**config.mk**
```make
export PLATFORM = sky130hd
export DESIGN_NAME = alu_branch_unit
export DESIGN_NICKNAME = d
export VERILOG_FILES = /design/src/rtl/alu_branch_unit.sv
export SDC_FILE = /design/constraint.sdc
export NUM_CORES = 1
export LEC_CHECK = 0
export CAP_MARGIN = 30
export CELL_PAD_IN_SITES_DETAIL_PLACEMENT = 1
export CELL_PAD_IN_SITES_GLOBAL_PLACEMENT = 1
export CORE_ASPECT_RATIO = 0.75
export CORE_MARGIN = 4
export CORE_UTILIZATION = 46
export CTS_BUF_LIST = sky130_fd_sc_hd__clkbuf_4 sky130_fd_sc_hd__clkbuf_8
export DETAILED_ROUTE_END_ITERATION = 12
export GPL_TIMING_DRIVEN = 1
export HOLD_SLACK_MARGIN = 0.05
export PLACE_DENSITY = 0.95
export RECOVER_POWER = 50
export SLEW_MARGIN = 20
export SYNTH_ARGS = -nofsm -noshare
export SYNTH_HDL_FRONTEND = slang
export SYNTH_SLANG_ARGS = --single-unit
```
**constraint.sdc**
```tcl
create_clock -name CLK -period 4.9 [get_ports CLK]
set_clock_uncertainty 0.05 [all_clocks]
set_input_delay 0.735 -clock CLK [delete_from_list [all_inputs] [get_ports CLK]]
set_output_delay 0.735 -clock CLK [all_outputs]
set_load 0.01 [all_outputs]
```
**src/rtl/alu_branch_unit.sv**
```systemverilog
// Registered execute-stage slice: integer ALU, branch-target adder and branch decision.
// Optional multiplier on opcode 12 is enabled by defining ALU_MUL_EN.
module alu_branch_unit #(
    parameter int WIDTH = 32
) (
    input  logic             CLK,
    input  logic             RESET,
    input  logic             IN_VALID,
    input  logic [WIDTH-1:0] SRC_A,
    input  logic [WIDTH-1:0] SRC_B,
    input  logic [3:0]       ALU_CONTROL,
    input  logic             BRANCH,
    input  logic [WIDTH-1:0] PC_PLUS4,
    input  logic [WIDTH-1:0] SIGN_IMM,
    output logic             OUT_VALID,
    output logic [WIDTH-1:0] ALU_OUT,
    output logic             ZERO,
    output logic             CARRY,
    output logic [WIDTH-1:0] BR_TARGET,
    output logic             PC_SRC
);
    localparam int SHW = $clog2(WIDTH);

    localparam logic [3:0] OP_ADD    = 4'd0;
    localparam logic [3:0] OP_SUB    = 4'd1;
    localparam logic [3:0] OP_AND    = 4'd2;
    localparam logic [3:0] OP_OR     = 4'd3;
    localparam logic [3:0] OP_XOR    = 4'd4;
    localparam logic [3:0] OP_NOR    = 4'd5;
    localparam logic [3:0] OP_SLL    = 4'd6;
    localparam logic [3:0] OP_SRL    = 4'd7;
    localparam logic [3:0] OP_SRA    = 4'd8;
    localparam logic [3:0] OP_SLT    = 4'd9;
    localparam logic [3:0] OP_SLTU   = 4'd10;
    localparam logic [3:0] OP_PASS_B = 4'd11;
`ifdef ALU_MUL_EN
    localparam logic [3:0] OP_MUL    = 4'd12;
`endif

    logic [WIDTH:0]   add_sum;
    logic [WIDTH:0]   sub_sum;
    logic [SHW-1:0]   shamt;
    logic [WIDTH-1:0] sra_res;
    logic             slt_bit;
    logic             sltu_bit;
    logic [WIDTH-1:0] alu_res;
    logic             alu_carry;
    logic [WIDTH-1:0] target;
    logic             equal;
`ifdef ALU_MUL_EN
    logic [WIDTH-1:0] mul_res;
    assign mul_res = SRC_A * SRC_B;
`endif

    logic             valid_q,  valid_d;
    logic [WIDTH-1:0] alu_q,    alu_d;
    logic             zero_q,   zero_d;
    logic             carry_q,  carry_d;
    logic [WIDTH-1:0] target_q, target_d;
    logic             pcsrc_q,  pcsrc_d;

    // Subtraction as A + ~B + 1 so the carry-out is the unsigned "no borrow" flag.
    assign add_sum  = {1'b0, SRC_A} + {1'b0, SRC_B};
    assign sub_sum  = {1'b0, SRC_A} + {1'b0, ~SRC_B} + {{WIDTH{1'b0}}, 1'b1};
    assign shamt    = SRC_B[SHW-1:0];
    assign sra_res  = $signed(SRC_A) >>> shamt;
    assign slt_bit  = $signed(SRC_A) < $signed(SRC_B);
    assign sltu_bit = SRC_A < SRC_B;
    assign equal    = (SRC_A == SRC_B);
    assign target   = PC_PLUS4 + (SIGN_IMM << 2);

    always_comb begin
        alu_res   = '0;
        alu_carry = 1'b0;
        case (ALU_CONTROL)
            OP_ADD: begin
                alu_res   = add_sum[WIDTH-1:0];
                alu_carry = add_sum[WIDTH];
            end
            OP_SUB: begin
                alu_res   = sub_sum[WIDTH-1:0];
                alu_carry = sub_sum[WIDTH];
            end
            OP_AND:    alu_res = SRC_A & SRC_B;
            OP_OR:     alu_res = SRC_A | SRC_B;
            OP_XOR:    alu_res = SRC_A ^ SRC_B;
            OP_NOR:    alu_res = ~(SRC_A | SRC_B);
            OP_SLL:    alu_res = SRC_A << shamt;
            OP_SRL:    alu_res = SRC_A >> shamt;
            OP_SRA:    alu_res = sra_res;
            OP_SLT:    alu_res = {{(WIDTH-1){1'b0}}, slt_bit};
            OP_SLTU:   alu_res = {{(WIDTH-1){1'b0}}, sltu_bit};
            OP_PASS_B: alu_res = SRC_B;
`ifdef ALU_MUL_EN
            OP_MUL:    alu_res = mul_res;
`endif
            default:   alu_res = '0;
        endcase
    end

    // Result registers hold when idle; valid and branch-taken never do.
    always_comb begin
        valid_d  = IN_VALID;
        pcsrc_d  = IN_VALID & BRANCH & equal;
        alu_d    = alu_q;
        zero_d   = zero_q;
        carry_d  = carry_q;
        target_d = target_q;
        if (IN_VALID) begin
            alu_d    = alu_res;
            zero_d   = (alu_res == '0);
            carry_d  = alu_carry;
            target_d = target;
        end
    end

    always_ff @(posedge CLK or posedge RESET) begin
        if (RESET) begin
            valid_q  <= 1'b0;
            alu_q    <= '0;
            zero_q   <= 1'b0;
            carry_q  <= 1'b0;
            target_q <= '0;
            pcsrc_q  <= 1'b0;
        end else begin
            valid_q  <= valid_d;
            alu_q    <= alu_d;
            zero_q   <= zero_d;
            carry_q  <= carry_d;
            target_q <= target_d;
            pcsrc_q  <= pcsrc_d;
        end
    end

    assign OUT_VALID = valid_q;
    assign ALU_OUT   = alu_q;
    assign ZERO      = zero_q;
    assign CARRY     = carry_q;
    assign BR_TARGET = target_q;
    assign PC_SRC    = pcsrc_q;
endmodule

```
==> impl_metrics.py, run 1 <==
metrics = {
    "run_status": {
        "status": "stopped before the end",
        "haltStage": "global routing (5_1_grt)",
        "tool.error": "[ERROR GRT-0232] Routing congestion too high. Check the congestion heatmap in the GUI.",
    },
    "synthesis": {
        "synth_area_per_cell_sq_um": 7.73,
        "synth_nets": 2062,
        "synth.area.top_cells": "dfrtp_1, ha_1, mux4_2",
        "ys_seq_elements": 68,
        "netlist_area_sq_um": 13900,
        "synth-edff-count": 0,
        "synthArstFlopShare_pct": 100,
        "seq_area_frac_synth_pct": 12.3,
        "ys.flop_type": "dfrtp_1",
        "synth_cell_types": 83,
        "synth.top_cell.area_share_pct": 12.3,
        "synth_top_area_cell": "dfrtp_1",
        "synth_common_cells": "nor2_1, a21oi_1, nand2_1, ha_1",
        "synth_cells": 1792,
        "yosysWarnings": 0,
        "synth_most_common_cell": "nor2_1",
    },
    "place": {
        "portBuffers": 201,
        "dpl_cell_area_sq_um": 17700,
        "gp_congestion": 1.12,
        "dpl.hpwl_mm": 60.3,
    },
    "grt": {
        "overflow": 181,
        "antenna_found_initial": 19,
        "grt_max_degree": 60,
        "grtUsageTotal_pct": 77.4,
    },
    "cts": {
        "root_buffer": "clkbuf_8",
        "ctsHoldBuffers": 0,
        "clock_path_buffers": 2,
        "htreeDepth": 3,
        "cts_sinks": 68,
        "cts_made_buffers": 9,
    },
    "sta": {
        "postGrtWorstEndpoint": "ZERO$_DFFE_PP0P_/D",
        "worst-ep-kind": "register input",
    },
    "floorplan": {
        "io_pins": 204,
        "die_h_microns": 158,
        "dieWidth_microns": 208,
        "start_util_pct": 47.1,
        "rows": 54,
    },
}
[through the flow]
step	std cells	utilization (%)	worst slack [ps]
2_1_floorplan	1792	-	68.4
3_3_place_gp	2483	60.1	-223
3_5_place_dp	2484	60.2	-560
4_1_cts	2503	61.5	1.29
[cells by family after synthesis]
family          count (synthesis)  share of synthesized area [%]
buf+inv                       255                           7.21
xor+xnor                       31                           1.96
flops                          68                           12.3
mux                           150                           17.7
fa+ha+maj                     134                           12.3
compound gates                624                           31.0
simple gates                  530                           17.6
[routing by layer]
layer,track usage (%),overflow
met5,42.5,0
met4,77.7,75
met3,67.0,8
met2,91.2,93
met1,75.9,5
[timing repair]
action	CTS
pin swaps	6
setup endpoints to repair	1
resized for setup	37
setup buffers	3
endpoints found under the hold margin	0
==> run 2, diff against run 1 <==
==> config.mk (replaced) <==
export PLATFORM = sky130hd
export DESIGN_NAME = alu_branch_unit
export DESIGN_NICKNAME = d
export VERILOG_FILES = /design/src/rtl/alu_branch_unit.sv
export SDC_FILE = /design/constraint.sdc
export NUM_CORES = 1
export LEC_CHECK = 0
export CAP_MARGIN = 30
export CORE_MARGIN = 4
export CORE_UTILIZATION = 40
export DETAILED_ROUTE_END_ITERATION = 12
export GPL_TIMING_DRIVEN = 1
export PLACE_DENSITY_LB_ADDON = 0.15
export RECOVER_POWER = 50
export SLEW_MARGIN = 20
export SYNTH_ARGS = -nofsm -noshare
export SYNTH_HDL_FRONTEND = slang
export SYNTH_SLANG_ARGS = --single-unit
==> impl_metrics.py, run 2 <==
metrics = {
    "run_status": {
        "status": "complete, but fails checks",
        "violations": "max-capacitance violations, max-slew violations",
    },
    "min_path": {
        "min_to": "BR_TARGET[21]$_DFFE_PP0P_",
        "hold_path.class": "flop to flop",
        "min-delay-start": "BR_TARGET[21]$_DFFE_PP0P_",
        "holdPathStages": 2,
    },
    "power": {
        "seqPwrFrac_pct": 19.8,
        "powerDensity_nw_per_um2": 197,
        "power_frac_comb_pct": 60.7,
        "p_sw_share_pct": 40.8,
        "intPower_mw": 2.16,
        "switchingPower_mw": 1.49,
        "peakVddDrop_mv": 0.189,
        "p_leak_nw": 8.13,
        "power_frac_clock_pct": 19.5,
    },
    "setup_path": {
        "timing.rr.start": "BR_TARGET[20]$_DFFE_PP0P_",
        "worstSetupStartpointType": "input port",
        "crit_arrival_ps": 4880,
        "reg2reg_depth": 2,
        "criticalPathCategory": "input port to flop",
        "cp-end-kind": "flop",
        "cp_max_fo": 3,
        "worstReg2RegEnd": "BR_TARGET[20]$_DFFE_PP0P_",
        "required_ps": 5090,
        "rrSetupSlack_ps": 3930,
    },
    "cts": {
        "cts_made_buffers": 9,
        "clk-insertion-delay-late_ps": 330,
        "htreeDepth": 3,
        "clock_path_buffers": 2,
        "cts_tree": "yes",
        "post-cts-setup-buffers": 0,
        "cts_sinks": 68,
        "clkSlewWorstSetupHoldPaths_ps": 60,
        "root_buffer": "clkbuf_16",
    },
    "synthesis": {
        "synth.top_cell.area_share_pct": 12.3,
        "synth_nets": 2062,
        "netlist_area_sq_um": 13900,
        "synth_common_cells": "nor2_1, a21oi_1, nand2_1, ha_1",
        "synth-edff-count": 0,
        "ys_seq_elements": 68,
        "synth-xor-area-share_pct": 1.96,
        "synth.area.top_cells": "dfrtp_1, ha_1, mux4_2",
        "synth_cells": 1792,
        "synthAdderAreaFrac_pct": 12.3,
        "synth_area_per_cell_sq_um": 7.73,
        "yosysWarnings": 0,
        "synth-simple-area-share_pct": 17.6,
        "synthMuxAreaShare_pct": 17.7,
        "synth_top_area_cell": "dfrtp_1",
        "synth_cell_types": 83,
        "synthArstFlopShare_pct": 100,
        "seq_area_frac_synth_pct": 12.3,
        "ys.flop_type": "dfrtp_1",
        "synth_top_family_by_area": "compound AO/OA/AOI/OAI gates",
        "synth_most_common_cell": "nor2_1",
        "synth-compound-area-share_pct": 31.0,
    },
    "final_layout": {
        "layout_common_cells": "buf_4, nor2_1, a21oi_1",
        "postLayoutCoreUtil_pct": 54.9,
        "finalInstanceArea_sq_um": 18600,
        "diodes": 0,
        "mostFrequentLayoutCell": "buf_4",
        "nets": 2436,
        "area_growth_pct": 34.3,
        "drive_gt1_share_pct": 21.6,
    },
    "place": {
        "gp_congestion": 1.02,
        "dpl_cell_area_sq_um": 18200,
        "pre_cts_slack_ps": -338,
        "portBuffers": 201,
        "dpl.hpwl_mm": 53.5,
    },
    "sta": {
        "tns_ps": 0,
        "slew_headroom_pct": -69.8,
        "slew_viol_final": 104,
        "fmax_ghz": 0.213,
        "finalCritPeriodShare_pct": 95.7,
        "worst_slack_ps": 211,
        "finalSetupViolations": 0,
        "tightest_slew_ps": 2550,
        "period_minus_slack_ps": 4690,
        "holdWs_ps": 426,
        "hold_violations": 0,
    },
    "floorplan": {
        "die_h_microns": 194,
        "core_sq_um": 33900,
        "rows": 67,
        "dieArea_sq_um": 37700,
        "io_pins": 204,
        "dieWidth_microns": 194,
        "start_util_pct": 40.9,
    },
    "detailed_routing": {
        "ant_nets": 0,
        "drc": 0,
        "wl_mm": 65.7,
        "drt_pass1_iterations": 8,
        "drt-vias-per-instance": 6.31,
        "vias": 16500,
        "avgRoutedWirePerCell_microns": 25.1,
        "first_iter_violations": 2016,
    },
    "grt": {
        "grtUsageTotal_pct": 33.2,
        "grt_pass1_wl_mm": 98.7,
        "grt_pass1_vias": 15700,
        "antenna_found_initial": 1,
        "overflow": 0,
        "grt_max_degree": 69,
    },
    "job": {
        "cap_violations": 2,
    },
}
## run 2: cell counts after synthesis
Identical to the previous run, type by type.
## run 2: worst max path at each step
stage / start / endpoint / slack, ps / cells past startpoint
3_5_place_dp: SRC_A[0] / ZERO$_DFFE_PP0P_ / -340 / 20
5_1_grt: SRC_A[0] / ZERO$_DFFE_PP0P_ / -5 / 19
2_1_floorplan: SRC_B[2] / ZERO$_DFFE_PP0P_ / 70 / 18
6_report: SRC_B[8] / ZERO$_DFFE_PP0P_ / 210 / 15
4_1_cts: SRC_A[0] / ZERO$_DFFE_PP0P_ / 120 / 20
3_3_place_gp: SRC_A[0] / ZERO$_DFFE_PP0P_ / -310 / 16
## run 2: worst max-delay path, stage by stage
cell,delay [ps]
clkdlybuf4s50_1,480
inv_1,80
ha_1,300
nor2b_1,60
or4_1,450
or4_1,500
a31o_1,300
a2111oi_4,390
or3_1,160
a22oi_1,100
a211o_1,330
a2111oi_2,320
o2111a_1,260
nand4_1,130
o41ai_2,280
## run 2: what timing repair did
item	in CTS	in global routing
pin swaps	0	1
gates resized for setup	1	17
endpoints found under the setup margin	1	1
hold buffers	0	0
## run 2: metal layers
metal	up-vias	GRT usage [%]	share of wire, %
met3	119	5.72	8.9
li1	7510	-	-
met4	0	11.4	4.1
met5	-	0	0
met1	7980	46.4	42
met2	904	52.2	45
## run 2: per-stage QoR
stage | instances | power (mW)
4_1_cts | 2618 | 3.65
2_1_floorplan | 1792 | 1.87
5_1_grt | 2619 | 3.86
3_3_place_gp | 2602 | 2.90
3_5_place_dp | 2602 | 2.91
6_report | 2619 | 3.66
## run 2: kinds of logic after synthesis
logic type | Yosys count
muxes | 150
buffers and inverters | 255
and+or+nand+nor | 530
AOI/OAI and AO/OA | 624
adders and majority gates | 134
xor gates and xnor gates | 31
DFF | 68
## run 2: power by group through the flow
stage	sequential (mW)	combinational (mW)	clock (mW)
final	0.724	2.22	0.715
after global routing	0.740	2.37	0.757
after CTS	0.727	2.19	0.726
after detailed placement	0.733	2.18	0
after global placement	0.731	2.17	0
after floorplan	0.781	1.08	0
## run 2: layout make-up
class / count / area (sq um)
Clock buffer: 12 / 246
Clock inverter: 4 / 72.6
Fill cell: 3268 / 15300
Inverter: 114 / 430
Multi-Input combinational cell: 1469 / 11300
Sequential cell: 68 / 1700
Tap cell: 448 / 561
Timing Repair Buffer: 504 / 4330
Note: power is estimated with default switching activity, not from simulation.
==> run 3, diff against run 2 <==
--- a/config.mk
+++ b/config.mk
@@ -9,7 +9,7 @@
 export CORE_MARGIN = 4
 export CORE_UTILIZATION = 40
 export DETAILED_ROUTE_END_ITERATION = 12
-export GPL_TIMING_DRIVEN = 1
+export GPL_TIMING_DRIVEN = 0
 export PLACE_DENSITY_LB_ADDON = 0.15
 export RECOVER_POWER = 50
 export SLEW_MARGIN = 20
==> impl_metrics.py, run 3 (synthesized netlist as in run 2, its figures left out) <==
metrics = {
    "run_status": {
        "violations": "max-capacitance violations, max-slew violations",
        "status": "complete, but fails checks",
    },
    "floorplan": {
        "dieArea_sq_um": 37700,
        "start_util_pct": 40.9,
        "rows": 67,
        "io_pins": 204,
        "die_h_microns": 194,
        "core_sq_um": 33900,
        "dieWidth_microns": 194,
    },
    "final_layout": {
        "finalNonFillerCells": 2494,
        "seq_area_sq_um": 1700,
        "mostFrequentLayoutCell": "nor2_1",
        "diodes": 0,
        "multi_input_area_sq_um": 11800,
        "postLayoutCoreUtil_pct": 53.2,
        "nets": 2311,
        "area_growth_pct": 30.1,
        "fill_cells": 3307,
        "layout_common_cells": "nor2_1, a21oi_1, clkdlybuf4s50_1",
        "drive_gt1_share_pct": 17.0,
    },
    "power": {
        "power_frac_clock_pct": 18.6,
        "peakVddDrop_mv": 0.183,
        "finalPower_mw": 3.66,
        "power_frac_comb_pct": 61.6,
        "seqPwrFrac_pct": 19.8,
        "powerDensity_nw_per_um2": 203,
        "intPower_mw": 2.04,
        "p_sw_share_pct": 44.2,
        "switchingPower_mw": 1.62,
        "p_leak_nw": 7.48,
    },
    "setup_path": {
        "path_buf_inv": 8,
        "path_cells": "clkdlybuf4s50_1 -> clkbuf_2 -> nand2b_1 -> nor3_1 -> clkbuf_1 -> buf_1 -> a21oi_1 -> nand2_1 -> nor2_1 -> o211ai_1 -> buf_4 -> buf_4 -> buf_4 -> buf_4 -> mux2_2",
        "cp-end-kind": "flop",
        "slowest_delay_ps": 830,
        "crit_arrival_ps": 5080,
        "worstSetupStartpointType": "input port",
        "crit_family": "buffers and inverters",
        "required_ps": 5130,
        "cp_max_fo": 10,
        "crit_top_cell": "buf_4",
        "criticalPathCategory": "input port to flop",
        "worst_path_max_delay_cell": "nor3_1",
    },
    "place": {
        "gp_congestion": 1.07,
        "pre_cts_slack_ps": -2950,
        "place_inst": 2442,
        "portBuffers": 200,
        "dpl.hpwl_mm": 60.4,
    },
    "sta": {
        "finalSetupViolations": 0,
        "tns_ps": 0,
        "period_minus_slack_ps": 4860,
        "worst_slack_ps": 44.9,
        "hold_violations": 0,
        "fmax_ghz": 0.206,
        "finalCritPeriodShare_pct": 99.1,
        "tightest_slew_ps": 2370,
        "slew_viol_final": 44,
        "slew_headroom_pct": -57.7,
    },
    "cts": {
        "clock_path_buffers": 2,
        "clk-insertion-delay-late_ps": 340,
        "clkSlewWorstSetupHoldPaths_ps": 50,
        "cts_made_buffers": 9,
        "cts_tree": "yes",
        "htreeDepth": 3,
        "root_buffer": "clkbuf_16",
        "cts_sinks": 68,
    },
    "job": {
        "cap_violations": 1,
    },
    "grt": {
        "grt_pass1_wl_mm": 110,
        "overflow": 0,
        "grt_pass1_vias": 16200,
        "grtUsageTotal_pct": 38.4,
        "antenna_found_initial": 2,
        "grt_max_degree": 44,
    },
    "detailed_routing": {
        "wl_mm": 75.9,
        "drt_pass1_iterations": 6,
        "drc": 0,
        "ant_nets": 0,
        "first_iter_violations": 2536,
        "avgRoutedWirePerCell_microns": 30.4,
        "vias": 17100,
        "drt-vias-per-instance": 6.84,
    },
    "min_path": {
        "hold_path.class": "flop to flop",
    },
}
run 3: changes by cell type in the layout (fill, tap and decap cells not counted), sizes merged, moves of 2 or more:
cell,previous run,this run
buf,305,77
clkbuf,15,117
clkdlybuf4s15,0,7
clkdlybuf4s50,163,139
clkinvlp,2,5
dlygate4sd2,0,6
dlygate4sd3,32,34
dlymetal6s2s,0,10
run 3: power groups by stage:
stage | sequential (mW) | clock (mW) | combinational [mW]
global route | 0.739 | 0.717 | 2.37
CTS | 0.729 | 0.688 | 2.15
global placement | 0.732 | 0 | 2.00
floorplan | 0.781 | 0 | 1.08
finish | 0.726 | 0.680 | 2.25
detailed placement | 0.734 | 0 | 2.01
run 3: timing repair:
action	in CTS	in global routing
hold buffers	0	0
gates resized for setup	208	83
endpoints found under the setup margin	31	4
gates cloned	0	0
buffers inserted	23	17
pin swaps	33	28
run 3: final timing paths:
kind / startpoint / to / slack [ps] / cells after the start
setup / recovery: ALU_CONTROL[1] / ALU_OUT[25]$_DFFE_PP0P_ / 40 / 15
hold / removal: ZERO$_DFFE_PP0P_ / ZERO$_DFFE_PP0P_ / 440 / 2
setup reg to reg: BR_TARGET[20]$_DFFE_PP0P_ / BR_TARGET[20]$_DFFE_PP0P_ / 4020 / 2
hold reg to reg: ZERO$_DFFE_PP0P_ / ZERO$_DFFE_PP0P_ / 440 / 2
max in group asynchronous: RESET / ZERO$_DFFE_PP0P_ / 1050 / 3
min in group asynchronous: RESET / BR_TARGET[14]$_DFFE_PP0P_ / 1020 / 2
run 3: stage by stage:
step                hold WS [ps]  instance area, sq um
floorplan                    466                 13900
global placement             413                 16400
detailed placement           419                 16500
CTS                          437                 17700
global route                 456                 18000
finish                       438                 18000
run 3: area by class of cell:
cell class / count / area share [%]
buffer: 136 / 4.90
clock buffer: 11 / 1.40
clock inverter: 5 / 0.333
inverter: 114 / 2.56
multi-input combinational: 1469 / 65.3
sequential: 68 / 9.45
tap: 448 / 3.11
timing repair buffer: 243 / 12.9
run 3: tightest hold or removal path, stage by stage, from the launching register on:
cell	delay, ps
dfrtp_1	350
nand2_1	70
o41ai_2	40
run 3: layer usage:
| layer | global-route usage (%) | wire (microns) | share of wire [%] | vias to the layer above |
|---|---|---|---|---|
| met3 | 11.5 | 10300 | 14 | 214 |
| met5 | 1.66 | 102 | 0.13 | - |
| met4 | 11.5 | 3150 | 4.2 | 4 |
| li1 | - | - | - | 7268 |
| met2 | 56.2 | 31500 | 41 | 1328 |
| met1 | 54.4 | 30800 | 41 | 8250 |
